### config.mk
export PLATFORM = sky130hd
export DESIGN_NAME = backdoor_bus_arbiter
export DESIGN_NICKNAME = d
export VERILOG_FILES = /design/src/rtl/backdoor_pkg.sv /design/src/rtl/backdoor_rr_arb.sv /design/src/rtl/backdoor_bus_arbiter.sv
export SDC_FILE = /design/constraint.sdc
export NUM_CORES = 1
export LEC_CHECK = 0
export BUFFER_PORTS_ARGS = -buffer_cell sky130_fd_sc_hd__buf_2
export CAP_MARGIN = 25
export CORE_MARGIN = 3
export CORE_UTILIZATION = 48
export DETAILED_ROUTE_END_ITERATION = 16
export HOLD_SLACK_MARGIN = 0.02
export PLACE_DENSITY = 0.85
export SYNTH_ARGS = -nofsm -noshare
export SYNTH_HDL_FRONTEND = slang
export SYNTH_SLANG_ARGS = --single-unit
### constraint.sdc
create_clock -name i_SYSCLK -period 3.2 [get_ports i_SYSCLK]
set_input_delay 0.8 -clock i_SYSCLK [delete_from_list [all_inputs] [get_ports i_SYSCLK]]
set_output_delay 0.8 -clock i_SYSCLK [all_outputs]
set_load 0.01 [all_outputs]
### src/rtl/backdoor_pkg.sv
// backdoor_pkg: state encoding and shared constants for the backdoor bus arbiter.
package backdoor_pkg;
  typedef enum logic [1:0] {IDLE = 2'd0, ACCESS = 2'd1, DONE = 2'd2} state_t;
  localparam logic [31:0] TIMEOUT_RDATA = 32'hDEAD_BEEF;
  localparam int REQ_SPI = 0;
  localparam int REQ_FW = 1;
endpackage

### src/rtl/backdoor_rr_arb.sv
// backdoor_rr_arb: combinational 2-way round-robin grant; a tie goes to the requester not granted last.
module backdoor_rr_arb (
  input  logic [1:0] req,
  input  logic       last,
  output logic [1:0] grant
);
  always_comb grant = &req ? (last ? 2'b01 : 2'b10) : req;
endmodule

### src/rtl/backdoor_bus_arbiter.sv
// backdoor_bus_arbiter: shares the user-area register bus between the SPI word port and the firmware bridge.
// Define BACKDOOR_ARB_TIMEOUT_EN to add an ACCESS watchdog that completes stuck cycles with TIMEOUT_RDATA.
module backdoor_bus_arbiter
  import backdoor_pkg::*;
#(
  parameter int ADDRESS_WIDTH  = 7,
  parameter int DATA_WIDTH     = 32,
  parameter int TIMEOUT_CYCLES = 255
) (
  input  logic                     i_SYSCLK,
  input  logic                     i_RST_N,
  input  logic [1:0]               i_REQ,
  input  logic [1:0]               i_WE,
  input  logic [ADDRESS_WIDTH-1:0] i_ADDR0,
  input  logic [ADDRESS_WIDTH-1:0] i_ADDR1,
  input  logic [DATA_WIDTH-1:0]    i_WDATA0,
  input  logic [DATA_WIDTH-1:0]    i_WDATA1,
  output logic [1:0]               o_ACK,
  output logic [DATA_WIDTH-1:0]    o_RDATA,
  output logic [1:0]               o_GRANT,
  output logic                     o_BUS_STB,
  output logic                     o_BUS_WE,
  output logic [ADDRESS_WIDTH-1:0] o_BUS_ADDR,
  output logic [DATA_WIDTH-1:0]    o_BUS_WDATA,
  input  logic                     i_BUS_ACK,
  input  logic [DATA_WIDTH-1:0]    i_BUS_RDATA,
  output logic                     o_TIMEOUT
);
  state_t     state;
  logic       last;
  logic [1:0] win;
  logic       sel;
  logic       to_hit;

  backdoor_rr_arb u_arb (.req(i_REQ), .last(last), .grant(win));

  assign sel = win[REQ_FW];

`ifdef BACKDOOR_ARB_TIMEOUT_EN
  localparam int CW = $clog2(TIMEOUT_CYCLES + 1) > 8 ? $clog2(TIMEOUT_CYCLES + 1) : 8;
  logic [CW-1:0] cnt;
  // cnt holds the number of ACCESS cycles already spent without an ack
  assign to_hit = cnt == CW'(TIMEOUT_CYCLES - 1) && !i_BUS_ACK;
  always_ff @(posedge i_SYSCLK or negedge i_RST_N)
    if (!i_RST_N) begin
      cnt       <= '0;
      o_TIMEOUT <= 1'b0;
    end else begin
      cnt <= state == ACCESS ? cnt + 1'b1 : '0;
      if (state == ACCESS && to_hit) o_TIMEOUT <= 1'b1;
    end
`else
  assign to_hit    = 1'b0;
  assign o_TIMEOUT = 1'b0;
  if (TIMEOUT_CYCLES < 1) begin : g_bad_timeout
    $error("TIMEOUT_CYCLES must be at least 1");
  end
`endif

  always_ff @(posedge i_SYSCLK or negedge i_RST_N)
    if (!i_RST_N) begin
      state       <= IDLE;
      last        <= 1'b1;
      o_ACK       <= '0;
      o_RDATA     <= '0;
      o_GRANT     <= '0;
      o_BUS_STB   <= 1'b0;
      o_BUS_WE    <= 1'b0;
      o_BUS_ADDR  <= '0;
      o_BUS_WDATA <= '0;
    end else begin
      o_ACK <= '0;
      case (state)
        IDLE: if (|i_REQ) begin
          state       <= ACCESS;
          last        <= sel;
          o_GRANT     <= win;
          o_BUS_STB   <= 1'b1;
          o_BUS_WE    <= i_WE[sel ? REQ_FW : REQ_SPI];
          o_BUS_ADDR  <= sel ? i_ADDR1 : i_ADDR0;
          o_BUS_WDATA <= sel ? i_WDATA1 : i_WDATA0;
        end
        ACCESS: if (i_BUS_ACK || to_hit) begin
          state     <= DONE;
          o_ACK     <= o_GRANT;
          o_GRANT   <= '0;
          o_BUS_STB <= 1'b0;
          o_RDATA   <= i_BUS_ACK ? i_BUS_RDATA : DATA_WIDTH'(TIMEOUT_RDATA);
        end
        default: state <= IDLE;
      endcase
    end
endmodule

==> flow_metrics.env, run 1 <==
export IMPL_crit_type="in -> reg"
export IMPL_grt_pass1_vias=2612
export IMPL_syn_to_final_growth_pct=35.7
export IMPL_antenna_left=0
export IMPL_fp_dieW_um=93.0
export IMPL_cts_root_buf="clkbuf_8"
export IMPL_cp_num_cells=5
export IMPL_wire_per_inst_um=15.4
export IMPL_port_buffers=193
export IMPL_ff2ff_path_depth=4
export IMPL_postLayoutCoreUtil=0.676
export IMPL_fin_crit_sh=0.611
export IMPL_fin_crit_ns=1.96
export IMPL_htreeDepth=3
export IMPL_seq_area_frac_synth=0.551
export IMPL_core_area_um2=7290
export IMPL_path_cells="buf_2, a21bo_4, buf_12, mux2_4, mux2_2"
export IMPL_synth_distinct_cells=22
export IMPL_initial_core_util=0.498
export IMPL_slew_violations=0
export IMPL_final_hold_violation_count=0
export IMPL_crit_fanout=29
export IMPL_firstDrtPassIters=4
export IMPL_synth_seq_cells=80
export IMPL_cp_buffers_inverters=2
export IMPL_routed_wl_um=8070
export IMPL_fill_cells=538
export IMPL_clock_sinks=80
export IMPL_row_count=31
export IMPL_worst_slack_ns=1.24
export IMPL_placedCellCount=508
export IMPL_end_kind="flop"
export IMPL_required_ns=3.41
export IMPL_max_clock_freq_mhz=511
export IMPL_n_antenna_cell=0
export IMPL_drtIter0Drc=50
export IMPL_rsz0062_at_grt="false"
export IMPL_post_cts_resized=0
export IMPL_status="completed"
export IMPL_max_cap_viol_count=0
export IMPL_fin_skew_ns=0.0113
export IMPL_final_common_cell="buf_2"
export IMPL_drive_gt1_frac=0.772
export IMPL_r2r_start="last"
export IMPL_clk_pin_slew_worst_paths_ns=0.09
export IMPL_setup_viol=0
export IMPL_drc=0
export IMPL_power_density_nw_per_um2=902
export IMPL_yosysWarnings=0
export IMPL_cp_slowest_stage_delay_ns=0.35
export IMPL_start_kind="input pin"
export IMPL_startpoint="i_REQ[1]"
export IMPL_grt_start_max_net_pins=81
export IMPL_nets=538
export IMPL_crit_end="o_BUS_ADDR[3]"
export IMPL_clk_latency_ns=0.33
export IMPL_peakVddDrop_uv=379
export IMPL_hp_class="in -> async"
export IMPL_power_total_mw=4.45
export IMPL_critical_path_slowest_cell="a21bo_4"
export IMPL_mostFrequentLayoutCells="buf_2, dfrtp_1, mux2_2"
export IMPL_cts_inserted_buffers=9
export IMPL_hpwl_um=6210
export IMPL_leakagePower_nw=2.55
export IMPL_cts_setup_buffers=0
export IMPL_place_ws_ns=0.890
export IMPL_crit_arrival_ns=2.17
export IMPL_grt_ovfl_total=0
export IMPL_viasPerCell=4.87
export IMPL_gp_congestion=0.785
export IMPL_vias=2559
export IMPL_synthesis_instances=225
export IMPL_fp_dieH_um=93.0
export IMPL_ioPinCount=195
export IMPL_syn_nets=342
export IMPL_antenna_found_initial=0
export IMPL_rrSetupSlack_ns=1.34
export IMPL_hold_buffers=0
export IMPL_grt_usage=0.182
export IMPL_cts_tree="built"
export IMPL_grt_pass1_wl_um=12200
export IMPL_dieArea_um2=8650
export IMPL_cp_top_family="multiplexers"
export IMPL_syn_cell_area_um2=3630
export IMPL_timing_rr_end="o_BUS_ADDR[3]"
export IMPL_syn_mean_instance_area_um2=16.1
export IMPL_fin_cells=525
export IMPL_clockBufferDepth=2
export IMPL_setup_tns_final_ns=0
[stage by stage]
stage | cell area [µm²] | hold slack, ns
global route | 4930 | 0.394
detailed placement | 4690 | 0.476
global placement | 4690 | 0.460
finish | 4930 | 0.387
CTS | 4900 | 0.497
floorplan | 3630 | 0.504
[cell families after synthesis]
family                 synth area share
AOI/OAI and AO/OA                0.0200
buffers and inverters            0.0276
DFF                               0.552
muxes                             0.389
other                           0.00103
and+or+nand+nor                  0.0114
[how the worst min path moves through the flow]
| stage | start | to | slack (ns) |
|---|---|---|---|
| after detailed placement | o_BUS_STB | o_BUS_STB | 0.48 |
| after global placement | o_BUS_STB | o_BUS_STB | 0.46 |
| after floorplan | i_RST_N | o_ACK[0] | 0.50 |
| after CTS | o_BUS_STB | o_BUS_STB | 0.50 |
| after global routing | i_RST_N | o_RDATA[9] | 0.39 |
| final | i_RST_N | o_RDATA[30] | 0.39 |
[sequential cells by signal, indices dropped and copies added (netlist names)]
register,flops
o_BUS_WDATA,32
o_RDATA,32
o_BUS_ADDR,7
o_ACK,2
o_GRANT,2
state,2
last,1
o_BUS_STB,1
o_BUS_WE,1
[metal layers]
metal / share of wire / vias to the layer above / GRT usage
met5: 0 / - / 0
met4: 0.015 / 0 / 0.0672
met3: 0.079 / 10 / 0.0442
met2: 0.52 / 122 / 0.329
met1: 0.38 / 1238 / 0.209
li1: - / 1189 / -
[where the power goes]
part	internal (mW)	leakage, nW	switching, mW	total, mW
combinational	1.06	1.51	0.866	1.93
sequential	1.53	0.942	0.251	1.78
clock	0.384	0.0989	0.356	0.741
[Yosys cell counts]
cell type  number  area share
nor2_1          2      0.0021
buf_6           4       0.012
mux2_2         72        0.22
buf_4           1      0.0021
buf_2           8       0.011
o21ai_0         1      0.0014
dfrtp_1        79        0.54
conb_1          1      0.0010
dfstp_2         1      0.0072
a32o_1          1      0.0028
and2_1          1      0.0017
a221oi_1        1      0.0024
a21oi_1         2      0.0028
nand2_1         2      0.0021
a31oi_1         1      0.0017
inv_1           2      0.0021
mux2_4         40        0.17
nand3b_1        1      0.0021
o21ai_2         1      0.0024
a21boi_0        1      0.0021
nand2b_1        2      0.0034
a21bo_4         1      0.0045
[final cells by class]
cell class	instances	area, µm²	area share
inverters	2	7.51	0.00152
clock buffers	10	138	0.0279
repair buffers	198	1050	0.213
clock inverters	6	67.6	0.0137
flip-flops and latches	80	2000	0.407
multi-input cells	130	1540	0.312
well taps	99	124	0.0251
No activity file was read; power rests on OpenSTA's default activity.
==> run 2: changes to the inputs <==
--- a/config.mk
+++ b/config.mk
@@ -5,13 +5,14 @@
 export SDC_FILE = /design/constraint.sdc
 export NUM_CORES = 1
 export LEC_CHECK = 0
+export ABC_AREA = 1
 export BUFFER_PORTS_ARGS = -buffer_cell sky130_fd_sc_hd__buf_2
 export CAP_MARGIN = 25
 export CORE_MARGIN = 3
-export CORE_UTILIZATION = 48
+export CORE_UTILIZATION = 41
 export DETAILED_ROUTE_END_ITERATION = 16
 export HOLD_SLACK_MARGIN = 0.02
-export PLACE_DENSITY = 0.85
+export PLACE_DENSITY = 0.76
 export SYNTH_ARGS = -nofsm -noshare
 export SYNTH_HDL_FRONTEND = slang
 export SYNTH_SLANG_ARGS = --single-unit
==> constraint.sdc (replaced) <==
create_clock -name i_SYSCLK -period 1.73 [get_ports i_SYSCLK]
set_input_delay 0.4325 -clock i_SYSCLK [delete_from_list [all_inputs] [get_ports i_SYSCLK]]
set_output_delay 0.4325 -clock i_SYSCLK [all_outputs]
set_load 0.01 [all_outputs]
==> flow_metrics.env, run 2 <==
export IMPL_status="completed"
export IMPL_cp_slowest_stage_delay_ns=0.50
export IMPL_yosysTopAreaCellShare=0.522
export IMPL_firstDrtPassIters=5
export IMPL_vias=3773
export IMPL_hp_start="i_BUS_RDATA[1]"
export IMPL_synth_area_top_cells="dfrtp_1, nand2_1, nand3_1"
export IMPL_power_density_nw_per_um2=1630
export IMPL_path_cells="inv_1, nand2_1, nor2_4, o21ai_0"
export IMPL_synth_top_family_by_area="simple AND/OR/NAND/NOR gates"
export IMPL_initial_core_util=0.428
export IMPL_cts_inserted_buffers=9
export IMPL_clk_latency_ns=0.34
export IMPL_hp_class="in -> reg"
export IMPL_routed_wl_um=10400
export IMPL_slew_violations=0
export IMPL_synth_fa_ha_area_frac=0
export IMPL_yosys_top_cells_count="nand2_1, inv_1, nand3_1"
export IMPL_finalInstanceArea_um2=5140
export IMPL_fin_crit_ns=1.52
export IMPL_wl_met1_um=4540
export IMPL_port_buffers=193
export IMPL_synth_compound_area_share=0.00827
export IMPL_viasPerCell=4.63
export IMPL_clockBufferDepth=2
export IMPL_drc=0
export IMPL_seqPwrFrac=0.391
export IMPL_r2r_start="state[1]"
export IMPL_relSlewSlack=0.641
export IMPL_clkPwrFrac=0.184
export IMPL_mostFrequentLayoutCells="nand2_1, buf_2, inv_1"
export IMPL_wire_per_inst_um=12.7
export IMPL_n_antenna_cell=0
export IMPL_peakVddDrop_uv=912
export IMPL_grt_ovfl_total=0
export IMPL_leakagePower_nw=3.25
export IMPL_grt_pass1_wl_um=16600
export IMPL_highest_layer="met4"
export IMPL_gp_congestion=0.799
export IMPL_fin_crit_sh=0.879
export IMPL_min_to="o_RDATA[1]"
export IMPL_antenna_found_initial=0
export IMPL_setup_tns_final_ns=0
export IMPL_ioPinCount=195
export IMPL_syn_nets=629
export IMPL_syn_mean_instance_area_um2=7.39
export IMPL_clock_sinks=80
export IMPL_async_flop_share=1.00
export IMPL_timing_hold_ws_ns=0.284
export IMPL_critical_path_slowest_cell="nor2_4"
export IMPL_htreeDepth=3
export IMPL_place_area_um2=4890
export IMPL_final_common_cell="nand2_1"
export IMPL_required_ns=1.93
export IMPL_grt_pass1_vias=3517
export IMPL_fp_dieH_um=102
export IMPL_syn_to_final_growth_pct=35.9
export IMPL_synth_top_cell_by_area="dfrtp_1"
export IMPL_synthXorXnorAreaFrac=0
export IMPL_synth_simple_gate_area_share=0.341
export IMPL_fin_skew_ns=0.00776
export IMPL_synthMuxAreaShare=0
export IMPL_drive_gt1_frac=0.321
export IMPL_seq_area_frac_synth=0.529
export IMPL_wl_met3_um=1010
export IMPL_crit_fanout=21
export IMPL_p_sw_frac=0.399
export IMPL_synth_most_common_cell="nand2_1"
export IMPL_antenna_left=0
export IMPL_hold_depth=3
export IMPL_core_area_um2=8850
export IMPL_drtIter0Drc=104
export IMPL_rsz0062_at_grt="false"
export IMPL_setup_viol=0
export IMPL_synth_seq_cells=80
export IMPL_cts_setup_buffers=0
export IMPL_synthesis_instances=512
export IMPL_crit_type="reg -> reg"
export IMPL_start_kind="flop"
export IMPL_yosysWarnings=0
export IMPL_reg_top3="o_BUS_WDATA x32, o_RDATA x32, o_BUS_ADDR x7"
export IMPL_max_cap_viol_count=0
export IMPL_p_sw_mw=3.34
export IMPL_crit_arrival_ns=1.72
export IMPL_combPwrFrac=0.424
export IMPL_grt_usage=0.202
export IMPL_cts_tree="built"
export IMPL_nets=819
export IMPL_dieArea_um2=10400
export IMPL_wl_met2_um=4780
export IMPL_hpwl_um=7560
export IMPL_ff2ff_path_depth=4
export IMPL_end_kind="flop"
export IMPL_clk_pin_slew_worst_paths_ns=0.08
export IMPL_cts_root_buf="clkbuf_8"
export IMPL_row_count=34
export IMPL_worstMarginPinSlew_ns=0.537
export IMPL_final_hold_violation_count=0
export IMPL_synth_distinct_cells=17
export IMPL_rrSetupSlack_ns=0.21
export IMPL_max_clock_freq_mhz=658
export IMPL_synth_ff_type="dfrtp_1"
export IMPL_grt_start_max_net_pins=41
export IMPL_fp_dieW_um=102
export IMPL_intPower_mw=5.04
export IMPL_syn_cell_area_um2=3780
export IMPL_synth_edff_count=0
export IMPL_timing_rr_end="o_GRANT[1]"
[run 2: cell count changes after synthesis, moves of 7 or more]
cell	delta
mux2_2	-72
nand2_1	+226
nand3_1	+80
clkbuf_1	+7
inv_1	+81
mux2_4	-40
[run 2: routing by layer]
metal	up-vias	global-route usage
met3	5	0.0580
met4	0	0.0484
li1	1895	-
met2	186	0.330
met5	-	0
met1	1687	0.266
[run 2: worst max-delay path by stage]
stage	from	endpoint
after detailed placement	i_REQ[1]	o_GRANT[1]
after CTS	state[1]	o_BUS_WDATA[2]
final	state[1]	o_GRANT[1]
after floorplan	i_REQ[1]	o_BUS_ADDR[0]
after global placement	i_REQ[1]	o_GRANT[1]
after global routing	state[1]	o_GRANT[1]
[run 2: metrics by stage]
| stage | setup slack [ns] | util | cells | power, mW |
|---|---|---|---|---|
| floorplan | 0.514 | - | 512 | 5.30 |
| global placement | 0.0363 | 0.553 | 797 | 6.75 |
| detailed placement | 0.0138 | 0.553 | 797 | 6.86 |
| CTS | 0.0255 | 0.581 | 815 | 8.47 |
| global route | 0.0572 | 0.581 | 815 | 9.11 |
| finish | 0.209 | 0.581 | 815 | 8.38 |
[run 2: critical path: cells and delay by family, from the launching register on]
kind	cells	cell delay (ns)
flops	1	0.39
simple gates	2	0.69
compound gates	1	0.19
buf+inv	1	0.10
[run 2: cell type report]
class	instances	area, µm²
fillers	805	3710
repair buffers	206	1120
clock inverters	6	90.1
well taps	108	135
multi-input cells	321	1340
flip-flops and latches	80	2000
clock buffers	10	138
inverters	84	315
[run 2: timing repair]
item,4_1_cts,5_1_grt
resized for setup,0,1
endpoints found under the setup margin,1,20
pin swaps,1,0
endpoints found under the hold margin,27,0
hold buffers,1,0
gates cloned,1,0
[run 2: cell families (layout without fill, tap and decap cells)]
group,Yosys count,in the layout
DFF,80,80
buffers and inverters,112,306
and+or+nand+nor,315,316
AOI/OAI and AO/OA,4,4
other,1,1
[run 2: power by group through the flow]
stage | registers, mW | logic (mW) | clock network (mW)
finish | 3.28 | 3.56 | 1.55
global route | 3.39 | 4.03 | 1.69
CTS | 3.28 | 3.60 | 1.60
detailed placement | 3.29 | 3.57 | 0
global placement | 3.27 | 3.48 | 0
floorplan | 3.68 | 1.62 | 0
